**src/rtl/cshm_pkg.sv**
```systemverilog
// Shared definitions for the CSHM coefficient loader: word/tap sizes, loader
// state encoding, word-index type and the parity helper.
package cshm_pkg;

   localparam int unsigned CW   = 9;
   localparam int unsigned NTAP = 4;

   typedef enum logic [1:0] {
      StIdle  = 2'd0,
      StLoad  = 2'd1,
      StPend  = 2'd2,
      StDrain = 2'd3
   } state_e;

   typedef logic [1:0] idx_t;

   localparam idx_t LastIdx = idx_t'(NTAP - 1);

   // Even parity over {par, data}: total number of ones must be even.
   function automatic logic par_ok(input logic par, input logic [CW-1:0] data);
      return ~(^{par, data});
   endfunction

endpackage

```
**src/rtl/cshm_coef_bank.sv**
```systemverilog
// Shadow and active coefficient registers. The shadow bank takes indexed
// writes while a frame is assembled; the active bank loads the whole shadow
// bank in one edge so the filter never sees a partial update.
module cshm_coef_bank
   import cshm_pkg::*;
#(
   parameter int unsigned CW   = cshm_pkg::CW,
   parameter int unsigned NTAP = cshm_pkg::NTAP
) (
   input  logic                     clk_i,
   input  logic                     rst_i,
   input  logic                     wr_en_i,
   input  idx_t                     wr_idx_i,
   input  logic [CW-1:0]            wr_data_i,
   input  logic                     load_i,
   output logic [NTAP-1:0][CW-1:0]  active_o
);

   logic [NTAP-1:0][CW-1:0] shadow_q, shadow_d;
   logic [NTAP-1:0][CW-1:0] active_q, active_d;

   // Indexed write into the shadow bank.
   always_comb begin
      shadow_d = shadow_q;
      if (wr_en_i) begin
         shadow_d[wr_idx_i] = wr_data_i;
      end
   end

   // Active set changes only on an explicit commit load.
   always_comb begin
      active_d = active_q;
      if (load_i) begin
         active_d = shadow_q;
      end
   end

   // Bank state, synchronous active-high reset.
   always_ff @(posedge clk_i) begin
      if (rst_i) begin
         shadow_q <= '0;
         active_q <= '0;
      end else begin
         shadow_q <= shadow_d;
         active_q <= active_d;
      end
   end

   assign active_o = active_q;

endmodule

```
**src/rtl/cshm_coef_loader.sv**
```systemverilog
// Coefficient loader for the 4-tap CSHM FIR. Collects a framed stream of
// coefficient words into a shadow bank and commits all taps at once on the
// next sample strobe. Malformed frames pulse err and leave the active set
// untouched.
// Optional feature: define CSHM_COEF_PARITY_EN to add the s_par input and an
// even-parity check over {s_par, s_data} on every accepted word.
// Note: resetn is active-high despite its name (asserted = 1).
module cshm_coef_loader
   import cshm_pkg::*;
#(
   parameter int unsigned CW   = cshm_pkg::CW,
   parameter int unsigned NTAP = cshm_pkg::NTAP
) (
   input  logic          clk,
   input  logic          resetn,
   input  logic          s_valid,
   output logic          s_ready,
   input  logic [CW-1:0] s_data,
   input  logic          s_last,
`ifdef CSHM_COEF_PARITY_EN
   input  logic          s_par,
`endif
   input  logic          sample_strobe,
   output logic [CW-1:0] c0,
   output logic [CW-1:0] c1,
   output logic [CW-1:0] c2,
   output logic [CW-1:0] c3,
   output logic          busy,
   output logic          commit,
   output logic          err
);

   state_e state_q, state_d;
   idx_t   idx_q, idx_d;
   logic   commit_q, commit_d;
   logic   err_q, err_d;

   logic   accept;
   logic   par_bad;
   logic   wr_en;
   idx_t   wr_idx;
   logic   load;

   logic [NTAP-1:0][CW-1:0] active;

   // Ready is a pure decode of the registered state, held low during reset.
   assign s_ready = (state_q != StPend) & ~resetn;
   assign accept  = s_valid & s_ready;
   assign busy    = (state_q != StIdle);

`ifdef CSHM_COEF_PARITY_EN
   assign par_bad = ~par_ok(s_par, s_data);
`else
   assign par_bad = 1'b0;
`endif

   // Next-state, shadow write and commit decisions.
   always_comb begin
      state_d  = state_q;
      idx_d    = idx_q;
      commit_d = 1'b0;
      err_d    = 1'b0;
      wr_en    = 1'b0;
      wr_idx   = idx_q;
      load     = 1'b0;

      unique case (state_q)
         StIdle: begin
            if (accept) begin
               if (par_bad) begin
                  err_d   = 1'b1;
                  state_d = s_last ? StIdle : StDrain;
               end else begin
                  wr_en  = 1'b1;
                  wr_idx = '0;
                  if (s_last) begin
                     // Single-word frame is too short.
                     err_d = 1'b1;
                  end else begin
                     idx_d   = idx_t'(1);
                     state_d = StLoad;
                  end
               end
            end
         end
         StLoad: begin
            if (accept) begin
               if (par_bad) begin
                  err_d   = 1'b1;
                  idx_d   = '0;
                  state_d = s_last ? StIdle : StDrain;
               end else begin
                  wr_en = 1'b1;
                  if (idx_q == LastIdx) begin
                     idx_d = '0;
                     if (s_last) begin
                        state_d = StPend;
                     end else begin
                        // Long frame: reject now, swallow the rest.
                        err_d   = 1'b1;
                        state_d = StDrain;
                     end
                  end else if (s_last) begin
                     err_d   = 1'b1;
                     idx_d   = '0;
                     state_d = StIdle;
                  end else begin
                     idx_d = idx_t'(idx_q + idx_t'(1));
                  end
               end
            end
         end
         StPend: begin
            if (sample_strobe) begin
               load     = 1'b1;
               commit_d = 1'b1;
               state_d  = StIdle;
            end
         end
         StDrain: begin
            if (accept && s_last) begin
               state_d = StIdle;
            end
         end
         default: begin
            state_d = StIdle;
            idx_d   = '0;
         end
      endcase
   end

   // FSM state and registered status pulses.
   always_ff @(posedge clk) begin
      if (resetn) begin
         state_q  <= StIdle;
         idx_q    <= '0;
         commit_q <= 1'b0;
         err_q    <= 1'b0;
      end else begin
         state_q  <= state_d;
         idx_q    <= idx_d;
         commit_q <= commit_d;
         err_q    <= err_d;
      end
   end

   assign commit = commit_q;
   assign err    = err_q;

   cshm_coef_bank #(
      .CW   (CW),
      .NTAP (NTAP)
   ) u_bank (
      .clk_i     (clk),
      .rst_i     (resetn),
      .wr_en_i   (wr_en),
      .wr_idx_i  (wr_idx),
      .wr_data_i (s_data),
      .load_i    (load),
      .active_o  (active)
   );

   assign c0 = active[0];
   assign c1 = active[1];
   assign c2 = active[2];
   assign c3 = active[3];

endmodule

```
**config.mk**
```make
export PLATFORM = sky130hd
export DESIGN_NAME = cshm_coef_loader
export DESIGN_NICKNAME = d
export VERILOG_FILES = /design/src/rtl/cshm_pkg.sv /design/src/rtl/cshm_coef_bank.sv /design/src/rtl/cshm_coef_loader.sv
export SDC_FILE = /design/constraint.sdc
export NUM_CORES = 1
export LEC_CHECK = 0
export CAP_MARGIN = 30
export CORE_UTILIZATION = 41
export CTS_CLUSTER_SIZE = 24
export DETAILED_ROUTE_END_ITERATION = 8
export SYNTH_ARGS = -nofsm -noshare
export SYNTH_HDL_FRONTEND = slang
export SYNTH_HIERARCHICAL = 1
export SYNTH_SLANG_ARGS = --single-unit
export TNS_END_PERCENT = 5
```
**constraint.sdc**
```tcl
create_clock -name clk -period 2.18 [get_ports clk]
set_clock_uncertainty 0.2 [all_clocks]
set_input_delay 0.436 -clock clk [delete_from_list [all_inputs] [get_ports clk]]
set_output_delay 0.436 -clock clk [all_outputs]
set_load 0.02 [all_outputs]
```
==> flow_results.org <==
** Outcome
- Result of the run :: finished clean

** Global routing
- The via count of the first global-routing pass came to about 1800.
- Total global routing overflow :: 0
- Entering global routing, the biggest net connects between 80 and 90 pins.
- Antenna violations before repair :: 0
- The first global-routing pass estimated between 9 and 10 mm of wire.
- GRT Total Usage :: 0.161

** Route
- In the final routed layout, each cell accounts on average for about 13 microns.
- The routed design has 5.98 mm of wire.
- Using the TritonRoute via totals, the vias-per-cell ratio works out to about 4.6.
- DR pass1 iterations :: 4
- Number of vias after detailed routing :: 2108
- Starting DRC count in detailed routing :: 67
- Post-route ant nets :: 0
- After detailed routing, the number of remaining DRC violations is 0.

** Floorplan
- Die outline height :: 88.9 microns
- The initialized floorplan defines 31 standard-cell rows.
- From left edge to right edge, the die measures 88.9 microns.
- Boundary pin count :: 54
- Core Footprint :: 0.00729 sq mm
- Initial Utilization :: 0.425
- DIE AREA :: 0.00791 sq mm

** Clock network
- Clock tree synthesis found a total of 78 sinks.
- CTS-repair resized insts :: 3
- Buffer count from post-CTS setup fixing :: 0
- Clock network latency to the later pin of the worst-skew pair :: around 340 ps
- Root Driver :: clkbuf_8
- TritonCTS buffer count :: 9
- Max Root-Sink Buffers :: 2
- TritonCTS built the clock tree.
- CTS clock-pin slew for the worst setup and hold paths :: approximately 80 ps
- CTS built an H-tree with a depth of 3.
- In this run, post-CTS hold repair placed 0 buffers.

** Flow run
- Count of max-cap constraint violations :: 0

** Placed design
- The count of buffers added on input and output ports is 53.
- Post-Place Cell Area :: 0.00379 sq mm
- Setup Slack @ Placement :: -239 ps
- Detailed placement finished with a half-perimeter wire length of around 3.8 mm.
- Weighted congestion reported at the end of routability-driven placement :: approximately 0.77

** Critical path
- Required time worst endpoint :: approximately 2200 ps
- Data arrives at the worst endpoint at 2090 ps.
- The worst setup path is of the in -> reg kind.
- Critical path peak fanout :: 9
- Crit start category :: input port
- STA classifies the critical path endpoint as a flop.

** Min path
- Path category of the worst min-delay check :: in -> reg

** Cells and area
- The net count of the finished layout is 371.
- After routing the design area is 0.00400 sq mm.
- Layout overhead on the synthesized area :: 29.0%
- Measured on the finished design, the core utilization comes to 0.548.
- Antenna Diode Count :: 0
- In the final layout, the share of cells above drive strength 1 is 0.101.

** Synth
- Yosys printed 6 warnings.
- Of the synthesized area, sequential elements account for 0.504.
- Post-synthesis instance area :: a little over 0.003 sq mm
- Portion of synthesized cell area occupied by the leading cell type :: 0.504
- Mean instance size in the synthesized netlist :: approximately 11 sq um
- The synthesized design spends more area on one cell type than any other, namely dfxtp_1.
- Net count of the mapped netlist :: just over 300
- The synthesized netlist contains 31 unique library cells.
- Gate count after technology mapping :: ~300
- Number of register bits inferred by synthesis :: 78
- Cell types with the largest area share after synthesis :: dfxtp_1 50%, mux2i_1 23%, nand2b_1 9.5%, nor2_1 5.2%, buf_2 1.3%

** STA
- The count of pins over their slew limit came to 0.
- Aggregate negative setup slack :: 0 ps
- In the post-route analysis, the smallest setup slack over all paths is about 110 ps.
- Final Critical Period :: between 2000 and 2500 ps
- Based on the critical path, the design can be clocked at up to 0.484 GHz.
- The number of hold violations in the final report was 0.
- Setup repair after global routing left no endpoint under its margin.
- Dividing the final minimum period by the clock period gives 0.948.
- Setup violation total in the final timing report :: 0
- Measured against its own limit, the worst slew margin works out to 0.798.
- For the pin with the worst max-slew slack, the measured transition is about 300 ps.

** Power and ir drop
- Across the VDD grid, the largest voltage drop is roughly 0.38 mV.
- P_leak :: 1.58 nW
- Of the total power, the clock network draws 0.419.
- For this design the ratio of total power to cell area is about 690 mW/mm^2.
- The share of total power dissipated in combinational logic is 0.054.
- Part of the power in registers :: 0.527
- Of the total power, the share spent switching nets is 0.210.
- For this design the total switching power over the nets is a little under 0.0006 W.
- The internal portion of the total power is 0.00218 W.
- Overall power after layout :: approximately 0.0028 W
-- synth_stat cells --
cell type  count
dfxtp_1       78
mux2i_1       72
nand2b_1      47
nor2_1        43
buf_2          8
clkbuf_1       5
a21oi_1        4
inv_1          4
buf_4          3
ha_1           3
and3b_2        2
buf_6          2
nand3b_1       2
nor2b_1        2
o21a_1         2
o21ai_0        2
a311oi_1       1
a31oi_1        1
and2_1         1
and2_4         1
and3_1         1
nand2_1        1
nand3_1        1
nand4_1        1
nor2b_4        1
o211ai_1       1
o41ai_1        1
or2_2          1
or2b_1         1
or3b_1         1
or4_1          1
-- sequential cells by signal, summed over array words and instances, names as in the netlist --
| register | flops |
|---|---|
| commit | 1 |
| idx_q | 2 |
| u_bank/active_o | 36 |
| err | 1 |
| state_q | 2 |
| u_bank/shadow_q | 36 |
-- final timing paths --
path,slack (ps),to,from,cells past startpoint
max,110,u_bank/shadow_q[7],s_valid,7
min,130,state_q[1],resetn,2
max reg2reg,230,u_bank/shadow_q[7],state_q[1],6
min reg2reg,280,u_bank/shadow_q[10],u_bank/shadow_q[10],2
-- worst max-delay path, stage by stage --
cell	delay, ps
clkdlybuf4s50_1	480
nand2b_1	80
nand2b_1	190
o21a_1	200
or3b_1	370
buf_4	200
mux2i_1	130
-- cell type report --
class,instances,area (sq um)
Fill cell,693,3300
Clock buffer,10,138
Clock inverter,4,72.6
Timing Repair Buffer,67,666
Tap cell,99,124
Sequential cell,78,1560
Multi-Input combinational cell,194,1420
Inverter,4,15.0
-- cell families after synthesis --
logic type,synth area share
AND/OR/NAND/NOR,0.188
flip-flops,0.504
multiplexers,0.233
buffers and inverters,0.0384
AO/OA/AOI/OAI,0.0246
adder cells (fa/ha/maj),0.0121
-- layout by cell type (no fill, tap or decap), types with 3 or more instances in the layout --
| cell | count |
|---|---|
| ha_1 | 3 |
| buf_12 | 3 |
| a21oi_1 | 4 |
| buf_4 | 11 |
| clkdlybuf4s50_1 | 50 |
| clkbuf_8 | 10 |
| dfxtp_1 | 77 |
| nor2_1 | 43 |
| mux2i_1 | 72 |
| inv_1 | 4 |
| nand2b_1 | 47 |
-- metrics by stage --
step / std cells / hold slack, ps
6_report: 456 / 126
5_1_grt: 456 / 128
4_1_cts: 456 / 118
3_5_place_dp: 442 / 266
3_3_place_gp: 442 / 262
2_1_floorplan: 294 / 248
-- power groups by stage --
stage,Clock (W),Sequential [W],Combinational [W]
5_1_grt,0.00125,0.00146,0.000163
3_3_place_gp,0,0.00149,0.000152
3_5_place_dp,0,0.00149,0.000153
4_1_cts,0.00119,0.00145,0.000152
6_report,0.00115,0.00145,0.000150
2_1_floorplan,0,0.00148,0.0000931
-- metal layers --
| metal | up-vias | global-route usage | routed length [microns] |
|---|---|---|---|
| met5 | - | 0 | 0 |
| met4 | 0 | 0.0792 | 93 |
| met3 | 5 | 0.0351 | 247 |
| met2 | 44 | 0.231 | 2550 |
| met1 | 965 | 0.230 | 3100 |
| li1 | 1094 | - | - |
Power figures use the tool's default switching activity.
